--- src/rtl/uart_sys_ctrl.sv ---
// uart_sys_ctrl
//   Debug command controller between the host UART and the NES CPU-side bus.
//   Parses host commands (write 02 hi lo data, read 03 hi lo, CPU reset 06,
//   CPU release 07), masters the shared bus through a req/gnt/ack handshake,
//   holds the 6502 in reset on command and returns read data to the UART TX.
//
// Ports
//   clk, rst                 : system clock, asynchronous active-low reset
//   rx_valid, rx_data        : received byte strobe and data
//   tx_start, tx_data        : transmit request pulse and byte (held until TX done)
//   tx_active                : transmitter busy
//   bus_req, bus_gnt         : bus request / grant
//   bus_addr, bus_wdata      : access address and write data
//   bus_we, bus_re           : write / read strobes, held until bus_ack
//   bus_ack, bus_rdata       : access-complete strobe and read data
//   cpu_rst_n                : 0 holds the 6502 in reset
//   sys_addr                 : last fully parsed address
//   cmd_abort                : one-cycle pulse when an inter-byte gap times out
//   drop_cnt                 : saturating count of bytes dropped while busy
module uart_sys_ctrl #(
    parameter int unsigned TIMEOUT_CYCLES = 250000
) (
    input  logic        clk,
    input  logic        rst,
    input  logic        rx_valid,
    input  logic [7:0]  rx_data,
    output logic        tx_start,
    output logic [7:0]  tx_data,
    input  logic        tx_active,
    output logic        bus_req,
    input  logic        bus_gnt,
    output logic [15:0] bus_addr,
    output logic [7:0]  bus_wdata,
    output logic        bus_we,
    output logic        bus_re,
    input  logic        bus_ack,
    input  logic [7:0]  bus_rdata,
    output logic        cpu_rst_n,
    output logic [15:0] sys_addr,
    output logic        cmd_abort,
    output logic [7:0]  drop_cnt
);

    localparam int unsigned GAP_W = (TIMEOUT_CYCLES > 1) ? $clog2(TIMEOUT_CYCLES) : 1;
    localparam logic [GAP_W-1:0] GAP_LAST = GAP_W'(TIMEOUT_CYCLES - 1);

    localparam logic [7:0] OP_WRITE   = 8'h02;
    localparam logic [7:0] OP_READ    = 8'h03;
    localparam logic [7:0] OP_CPU_RST = 8'h06;
    localparam logic [7:0] OP_CPU_REL = 8'h07;

    typedef enum logic [2:0] {
        ST_IDLE     = 3'd0,
        ST_ADDR_HI  = 3'd1,
        ST_ADDR_LO  = 3'd2,
        ST_DATA     = 3'd3,
        ST_REQ      = 3'd4,
        ST_ACCESS   = 3'd5,
        ST_TX_START = 3'd6,
        ST_TX_WAIT  = 3'd7
    } state_t;

    state_t           state_r;
    state_t           state_nxt_s;
    logic             is_write_r;
    logic [GAP_W-1:0] gap_cnt_r;
    logic             txw_first_r;
    logic             counting_s;
    logic             timeout_s;
    logic             tx_go_s;
    logic             abort_s;
    logic             drop_s;

    logic             tx_start_r;
    logic [7:0]       tx_data_r;
    logic             bus_req_r;
    logic [15:0]      bus_addr_r;
    logic [7:0]       bus_wdata_r;
    logic             bus_we_r;
    logic             bus_re_r;
    logic             cpu_rst_n_r;
    logic [15:0]      sys_addr_r;
    logic             cmd_abort_r;
    logic [7:0]       drop_cnt_r;

    assign tx_start  = tx_start_r;
    assign tx_data   = tx_data_r;
    assign bus_req   = bus_req_r;
    assign bus_addr  = bus_addr_r;
    assign bus_wdata = bus_wdata_r;
    assign bus_we    = bus_we_r;
    assign bus_re    = bus_re_r;
    assign cpu_rst_n = cpu_rst_n_r;
    assign sys_addr  = sys_addr_r;
    assign cmd_abort = cmd_abort_r;
    assign drop_cnt  = drop_cnt_r;

    // The gap timer only runs while a command is partially received.
    assign counting_s = (state_r == ST_ADDR_HI) || (state_r == ST_ADDR_LO) || (state_r == ST_DATA);
    assign timeout_s  = counting_s && (gap_cnt_r == GAP_LAST);

    // Next-state decode plus the per-cycle transmit, abort and drop requests
    always_comb begin
        state_nxt_s = state_r;
        tx_go_s     = 1'b0;
        abort_s     = 1'b0;
        drop_s      = 1'b0;
        case (state_r)
            ST_IDLE: begin
                if (rx_valid && ((rx_data == OP_WRITE) || (rx_data == OP_READ))) begin
                    state_nxt_s = ST_ADDR_HI;
                end else begin
                    state_nxt_s = ST_IDLE;
                end
            end
            ST_ADDR_HI, ST_ADDR_LO, ST_DATA: begin
                // A byte arriving on the timeout cycle wins over the abort.
                if (rx_valid) begin
                    if (state_r == ST_ADDR_HI) begin
                        state_nxt_s = ST_ADDR_LO;
                    end else if ((state_r == ST_ADDR_LO) && is_write_r) begin
                        state_nxt_s = ST_DATA;
                    end else begin
                        state_nxt_s = ST_REQ;
                    end
                end else if (timeout_s) begin
                    state_nxt_s = ST_IDLE;
                    abort_s     = 1'b1;
                end else begin
                    state_nxt_s = state_r;
                end
            end
            ST_REQ: begin
                drop_s = rx_valid;
                if (bus_gnt) begin
                    state_nxt_s = ST_ACCESS;
                end else begin
                    state_nxt_s = ST_REQ;
                end
            end
            ST_ACCESS: begin
                drop_s = rx_valid;
                if (bus_ack && is_write_r) begin
                    state_nxt_s = ST_IDLE;
                end else if (bus_ack) begin
                    // Launch the reply immediately when the transmitter is idle.
                    state_nxt_s = ST_TX_START;
                    tx_go_s     = !tx_active;
                end else begin
                    state_nxt_s = ST_ACCESS;
                end
            end
            ST_TX_START: begin
                drop_s = rx_valid;
                if (tx_start_r) begin
                    state_nxt_s = ST_TX_WAIT;
                end else begin
                    state_nxt_s = ST_TX_START;
                    tx_go_s     = !tx_active;
                end
            end
            ST_TX_WAIT: begin
                drop_s = rx_valid;
                // First cycle is skipped so tx_active has time to rise.
                if (!txw_first_r && !tx_active) begin
                    state_nxt_s = ST_IDLE;
                end else begin
                    state_nxt_s = ST_TX_WAIT;
                end
            end
            default: begin
                state_nxt_s = ST_IDLE;
            end
        endcase
    end

    // State register and first-cycle-of-TX_WAIT marker
    always_ff @(posedge clk or negedge rst) begin
        if (!rst) begin
            state_r     <= ST_IDLE;
            txw_first_r <= 1'b0;
        end else begin
            state_r     <= state_nxt_s;
            txw_first_r <= (state_nxt_s == ST_TX_WAIT) && (state_r != ST_TX_WAIT);
        end
    end

    // Command parsing: opcode, address, write data, CPU reset control
    always_ff @(posedge clk or negedge rst) begin
        if (!rst) begin
            is_write_r  <= 1'b0;
            bus_addr_r  <= 16'h0000;
            bus_wdata_r <= 8'h00;
            sys_addr_r  <= 16'h0000;
            cpu_rst_n_r <= 1'b1;
        end else if (rx_valid) begin
            case (state_r)
                ST_IDLE: begin
                    if ((rx_data == OP_WRITE) || (rx_data == OP_READ)) begin
                        is_write_r <= (rx_data == OP_WRITE);
                    end
                    if (rx_data == OP_CPU_RST) begin
                        cpu_rst_n_r <= 1'b0;
                    end else if (rx_data == OP_CPU_REL) begin
                        cpu_rst_n_r <= 1'b1;
                    end
                end
                ST_ADDR_HI: bus_addr_r[15:8] <= rx_data;
                ST_ADDR_LO: begin
                    bus_addr_r[7:0] <= rx_data;
                    sys_addr_r      <= {bus_addr_r[15:8], rx_data};
                end
                ST_DATA:    bus_wdata_r <= rx_data;
                default:    bus_wdata_r <= bus_wdata_r;
            endcase
        end
    end

    // Inter-byte gap timer
    always_ff @(posedge clk or negedge rst) begin
        if (!rst) begin
            gap_cnt_r <= '0;
        end else if (!counting_s || rx_valid || timeout_s) begin
            gap_cnt_r <= '0;
        end else begin
            gap_cnt_r <= gap_cnt_r + 1'b1;
        end
    end

    // Registered bus/UART strobes, read-data capture and drop counter
    always_ff @(posedge clk or negedge rst) begin
        if (!rst) begin
            bus_req_r   <= 1'b0;
            bus_we_r    <= 1'b0;
            bus_re_r    <= 1'b0;
            tx_start_r  <= 1'b0;
            tx_data_r   <= 8'h00;
            cmd_abort_r <= 1'b0;
            drop_cnt_r  <= 8'h00;
        end else begin
            bus_req_r   <= (state_nxt_s == ST_REQ) || (state_nxt_s == ST_ACCESS);
            bus_we_r    <= (state_nxt_s == ST_ACCESS) && is_write_r;
            bus_re_r    <= (state_nxt_s == ST_ACCESS) && !is_write_r;
            tx_start_r  <= tx_go_s;
            cmd_abort_r <= abort_s;
            if ((state_r == ST_ACCESS) && bus_ack && !is_write_r) begin
                tx_data_r <= bus_rdata;
            end
            if (drop_s && (drop_cnt_r != 8'hFF)) begin
                drop_cnt_r <= drop_cnt_r + 8'd1;
            end
        end
    end

endmodule

--- config.mk ---
export PLATFORM = sky130hd
export DESIGN_NAME = uart_sys_ctrl
export DESIGN_NICKNAME = d
export VERILOG_FILES = /design/src/rtl/uart_sys_ctrl.sv
export SDC_FILE = /design/constraint.sdc
export NUM_CORES = 1
export LEC_CHECK = 0
export ABC_CLOCK_PERIOD_IN_PS = 2700
export CAP_MARGIN = 10
export CORE_MARGIN = 2
export CORE_UTILIZATION = 49
export CTS_CLUSTER_SIZE = 10
export DETAILED_ROUTE_END_ITERATION = 10
export GPL_ROUTABILITY_DRIVEN = 1
export PLACE_DENSITY = 0.9
export SLEW_MARGIN = 20
export SYNTH_ARGS = -nofsm -noshare
export SYNTH_HDL_FRONTEND = slang
export SYNTH_SLANG_ARGS = --single-unit
--- constraint.sdc ---
create_clock -name clk -period 2.7 [get_ports clk]
set_clock_uncertainty 0.1 [all_clocks]
set_input_delay 0.675 -clock clk [delete_from_list [all_inputs] [get_ports clk]]
set_output_delay 0.675 -clock clk [all_outputs]
set_load 0.05 [all_outputs]
# After elaboration in Yosys (flattened, before gate mapping)
# Cells that the tools add are included.
[word_totals]
elab_cells = 87
input_bits = 22
out_inout_bits = 62
register_bits = 85
[op_classes]
n_eq_ne = 17
n_addsub = 2
muxes = 22
reduce_logical = 30
[op_table]
columns = ["op", "n"]
rows = [
  ["3-bit == test (second input constant)", 7],
  ["18-bit by 1-bit adder with 18-bit output (second input constant)", 1],
  ["18-bit == test (second input constant)", 1],
  ["18-bit 2-to-1 mux", 1],
  ["3-bit 2-to-1 mux", 6],
  ["3-bit one-hot mux with 6 select lines", 1],
  ["8-bit by 2-bit == test with 1-bit output (second input constant)", 2],
  ["8-bit by 3-bit == test with 1-bit output (second input constant)", 2],
  ["1-bit 2-to-1 mux", 12],
  ["1-bit logical AND", 11],
  ["8-bit by 1-bit adder with 8-bit output (second input constant)", 1],
  ["8-bit inequality test (second input constant)", 1],
  ["3-bit by 2-bit == test with 1-bit output (second input constant)", 2],
  ["1-bit logical OR", 6],
  ["2-bit AND reduction", 3],
  ["3-bit AND reduction", 2],
  ["1-bit logical NOT", 4],
  ["4-bit OR reduction", 1],
  ["3-bit by 1-bit == test with 1-bit output (second input constant)", 1],
  ["3-bit logical NOT", 1],
  ["3-bit inequality test (second input constant)", 1],
  ["3-bit OR reduction", 1],
  ["2-bit 2-to-1 mux", 1],
  ["1-bit one-hot mux with 2 select lines", 1],
  ["2-bit nonzero test", 1],
]

# Longest topological paths before layout
[depth]
word_depth = 9
ltp_mapped = 6
ltp_nobuf = 5

# Least setup slack after synthesis
# OpenSTA, ideal clock, no wires.
[synth_path]
path_type = "in2reg"
start = "in rx_valid"
end = "reg sys_addr_r[12] (netlist: sys_addr[12])"
required_ns = 2.472
stages = 6
arrival_ns = 1.891
path_buffers = 3
setup_ns = 0.128
slack_ns = 0.581
cell_sequence = "clkbuf_1 > nor2b_1 > and2_1 > buf_2 > buf_4 > mux2_1"
[synth_between]
elab_chain_cells = 1
[synth_lines]
columns = ["element", "line", "rtl"]
rows = [
  ["start, declared", "25", "input logic rx_valid,"],
  ["2-bit AND reduction (no line)", "-", ""],
  ["end signal, assigned", "211", "sys_addr_r <= {bus_addr_r[15:8], rx_data};"],
  ["end, declared", "82", "logic [15:0] sys_addr_r;"],
]
# No other way between the ends.
# A chain may end at the register's enable or synchronous reset.

# Worst setup path after layout
[layout_path]
start = "reg cpu_rst_n_r (netlist: cpu_rst_n)"
end = "out cpu_rst_n"
[layout_lines]
columns = ["element", "line", "rtl"]
rows = [
  ["start, declared", "81", "logic cpu_rst_n_r;"],
  ["start signal, assigned", "195", "cpu_rst_n_r <= 1'b1;"],
  ["start signal, assigned", "203", "cpu_rst_n_r <= 1'b0;"],
  ["start signal, assigned", "205", "cpu_rst_n_r <= 1'b1;"],
  ["end, declared", "38", "output logic cpu_rst_n,"],
]
# No word-level cell between the ends.

==> metrics.txt <==
count of distinct cell types in the synthesized netlist 44; DRC 0; Worst R2R Setup Slack about 0.57 ns; max-capacitance violation count 0; CP Data Arrival Time 1.69 ns; maximum clock insertion buffer count 2; num ports 84; endpoints failing hold 0; clock latency at the later pin of the worst-skew pair between 0.3 and 0.4 ns; Final period util 0.9124; VDD IR-drop max just over 0.7 mV; post-synthesis register bit count just under 80; pin count of the biggest net entering global routing 58; ratio of cells with drive above 1 in the final layout 0.1233; number of DRC markers after the initial detailed-route iteration between 150 and 200; count of instances resized after the clock tree is built 0; Sum Neg Setup Slack 0 ns; Setup WS post-layout between 0.2 and 0.25 ns; final antenna-violating net count 0; Least-Margin Pin Slew between 0.7 and 0.8 ns; total of warnings raised by yosys 0; cell class contributing the biggest share of worst-path delay buffers and inverters; top flip-flop cell by instance count after synthesis dfrtp_1; leak pwr 1.899 nW; largest incremental delay on the critical path ~0.80 ns; Seq/Total Area, Yosys 0.5659; total detailed-routing wirelength 7118 µm; worst hold slack 0.2781 ns; final count of negative-setup-slack endpoints 0; power per cell area around 1200 nW/µm²; cell breakdown of the critical path clkdlybuf4s50_1; number of enable-type register cells in the synthesized netlist 0; master cell of the clock root buffer clkbuf_8; final routed wire length divided by cell count around 16 µm; total via count after detailed routing around 2,400; Mean Syn Cell Area approximately 12 µm²; area overhead of the layout relative to synthesis 30.89%; cell with the largest stage delay on the worst path clkdlybuf4s50_1; Critical Path End cpu_rst_n; # H-tree levels 3; all-layer global routing usage 0.2010; Critical path buffers and inverters 1; worst setup path startpoint cpu_rst_n; Slew Limit Headroom 0.5294; leading cell types in the layout, fill and taps excluded 82 x clkdlybuf4s50_1, 76 x dfrtp_1, 25 x mux2_1, 24 x nor2_1, 16 x mux2_2; summed instance area of the synthesized netlist roughly 3400 µm²; kind of capture point of the worst setup path output pin; synthesized netlist cell count 280; placed instance area approximately 4300 µm²; TritonCTS clock tree done; Horiz. Die Dim about 87 µm; upper clock frequency limit 405.9 MHz; count of final max-slew check failures 0; CP startpoint kind flop; total setup buffers inserted after CTS 0; total CTS buffers 9; Tightest Hold Check Type in -> async; Synth top area share 0.5582; RSZ-0062 raised after global routing false; area inside the core boundary 6756 µm²; wire length of the first global-routing pass between 10,000 and 15,000 µm; Non-Filler Cell Area, Final roughly 4500 µm²; kind of critical path reg -> out; Num Clock Sinks 77; number of vias per cell after detailed routing roughly 5.4; Diodes inserted 0; final-stage net count between 300 and 400; vertical extent of the die ~87 µm; logic depth of the worst register-to-register path 5; total congestion overflow after global routing 0; critical path depth in cells 1; number of buffers added to fix hold violations after cts 0; required time reported for the critical path endpoint roughly 1.9 ns; DP Worst Slack about 0.16 ns; result of the run complete, no violations; post-layout minimum cycle time approximately 2.5 ns; critical-path maximum fanout 2; area enclosed by the die boundary 7636 µm²; FFs w/ async S/R, synth 1.000; reg2reg start gap_cnt_r[0]; end of the worst register-to-register path gap_cnt_r[7]; starting density of the core 0.5043; Std-Cell Rows 30; most common cell after layout, fill and taps aside clkdlybuf4s50_1; biggest area consumer among synthesized cells dfrtp_1; first-pass detailed-route iteration total 4; largest cells by area after synthesis dfrtp_1 56%, mux2_1 8.3%, mux2_2 5.3%; vias in the first global route 2,494; initial antenna violation count 0; global placement routability congestion around 0.8; detailed placer's ending HPWL between 5000 and 6000 µm; register clock-pin slew on the reported worst setup and hold paths 0.08 ns; Synthesized Nets 304; quantity of I/O buffers inserted on ports 83
## routing by layer
metal,vias to the layer above,GRT usage,wire length (µm)
li1,1129,-,-
met1,1202,0.2460,3022
met2,79,0.3368,3607
met3,12,0.05118,378
met4,0,0.08531,109
met5,-,0,0
## state kept, by name, summed over array words and instances (netlist names)
| register | count |
|---|---|
| bus_wdata | 8 |
| is_write_r | 1 |
| state_r | 3 |
| gap_cnt_r | 18 |
| tx_data | 8 |
| cmd_abort | 1 |
| tx_start | 1 |
| cpu_rst_n | 1 |
| bus_addr | 15 |
| bus_req | 1 |
| bus_re | 1 |
| bus_we | 1 |
| txw_first_r | 1 |
| drop_cnt | 8 |
| sys_addr | 9 |
## how the worst min path moves through the flow
stage | cells past startpoint | start | end | slack [ns]
2_1_floorplan | 0 | rst | bus_addr[0] | 0.28
3_3_place_gp | 2 | cpu_rst_n | cpu_rst_n | 0.36
3_5_place_dp | 2 | cpu_rst_n | cpu_rst_n | 0.36
4_1_cts | 1 | rst | txw_first_r | 0.29
5_1_grt | 1 | rst | bus_addr[8] | 0.33
6_report | 1 | rst | sys_addr[14] | 0.28
## per-stage QoR
stage	cells	util	total power [mW]
finish	445	0.6600	5.531
CTS	445	0.6600	5.583
global placement	430	0.6322	4.637
detailed placement	430	0.6322	4.722
floorplan	280	-	3.771
global route	445	0.6600	5.774
## cell families after synthesis
group | Yosys count | share of synthesized area
and+or+nand+nor | 95 | 0.1557
DFF | 77 | 0.5659
muxes | 42 | 0.1384
buffers and inverters | 24 | 0.03893
AOI/OAI and AO/OA | 20 | 0.04223
xor gates and xnor gates | 20 | 0.05141
adders and majority gates | 2 | 0.007344
## synth_stat cells (2+ instances only)
master and count:
and2_1 4, xnor2_1 9, nand4_2 2, and3_1 3, inv_1 7, buf_4 10, nand4b_1 2, o21bai_1 2
nand2b_1 5, or3_1 4, nand2_1 10, nand4_1 4, nand3_1 12, nor3_1 7, buf_2 4, or4_1 2
nand3b_1 2, a21oi_1 5, nor2_1 24, o21ai_0 3, mux2_2 16, dfrtp_1 76, ha_1 2, clkbuf_1 3
xor2_1 11, nor2b_1 6, mux2_1 25, nor4_1 4
## cell type report
cell class	instances	area, µm²
clock buffers	9	123.9
clock inverters	6	63.81
fillers	538	2297
inverters	7	26.28
multi-input cells	179	1346
flip-flops and latches	77	1928
well taps	80	100.1
repair buffers	87	870.8
## power breakdown
group | internal [mW] | switching, mW | leakage (nW)
clock network | 0.421 | 0.426 | 0.0915
registers | 1.52 | 0.305 | 0.991
logic | 0.995 | 1.87 | 0.816
total | 2.93 | 2.60 | 1.90
Note: power is estimated with default switching activity, not from simulation.
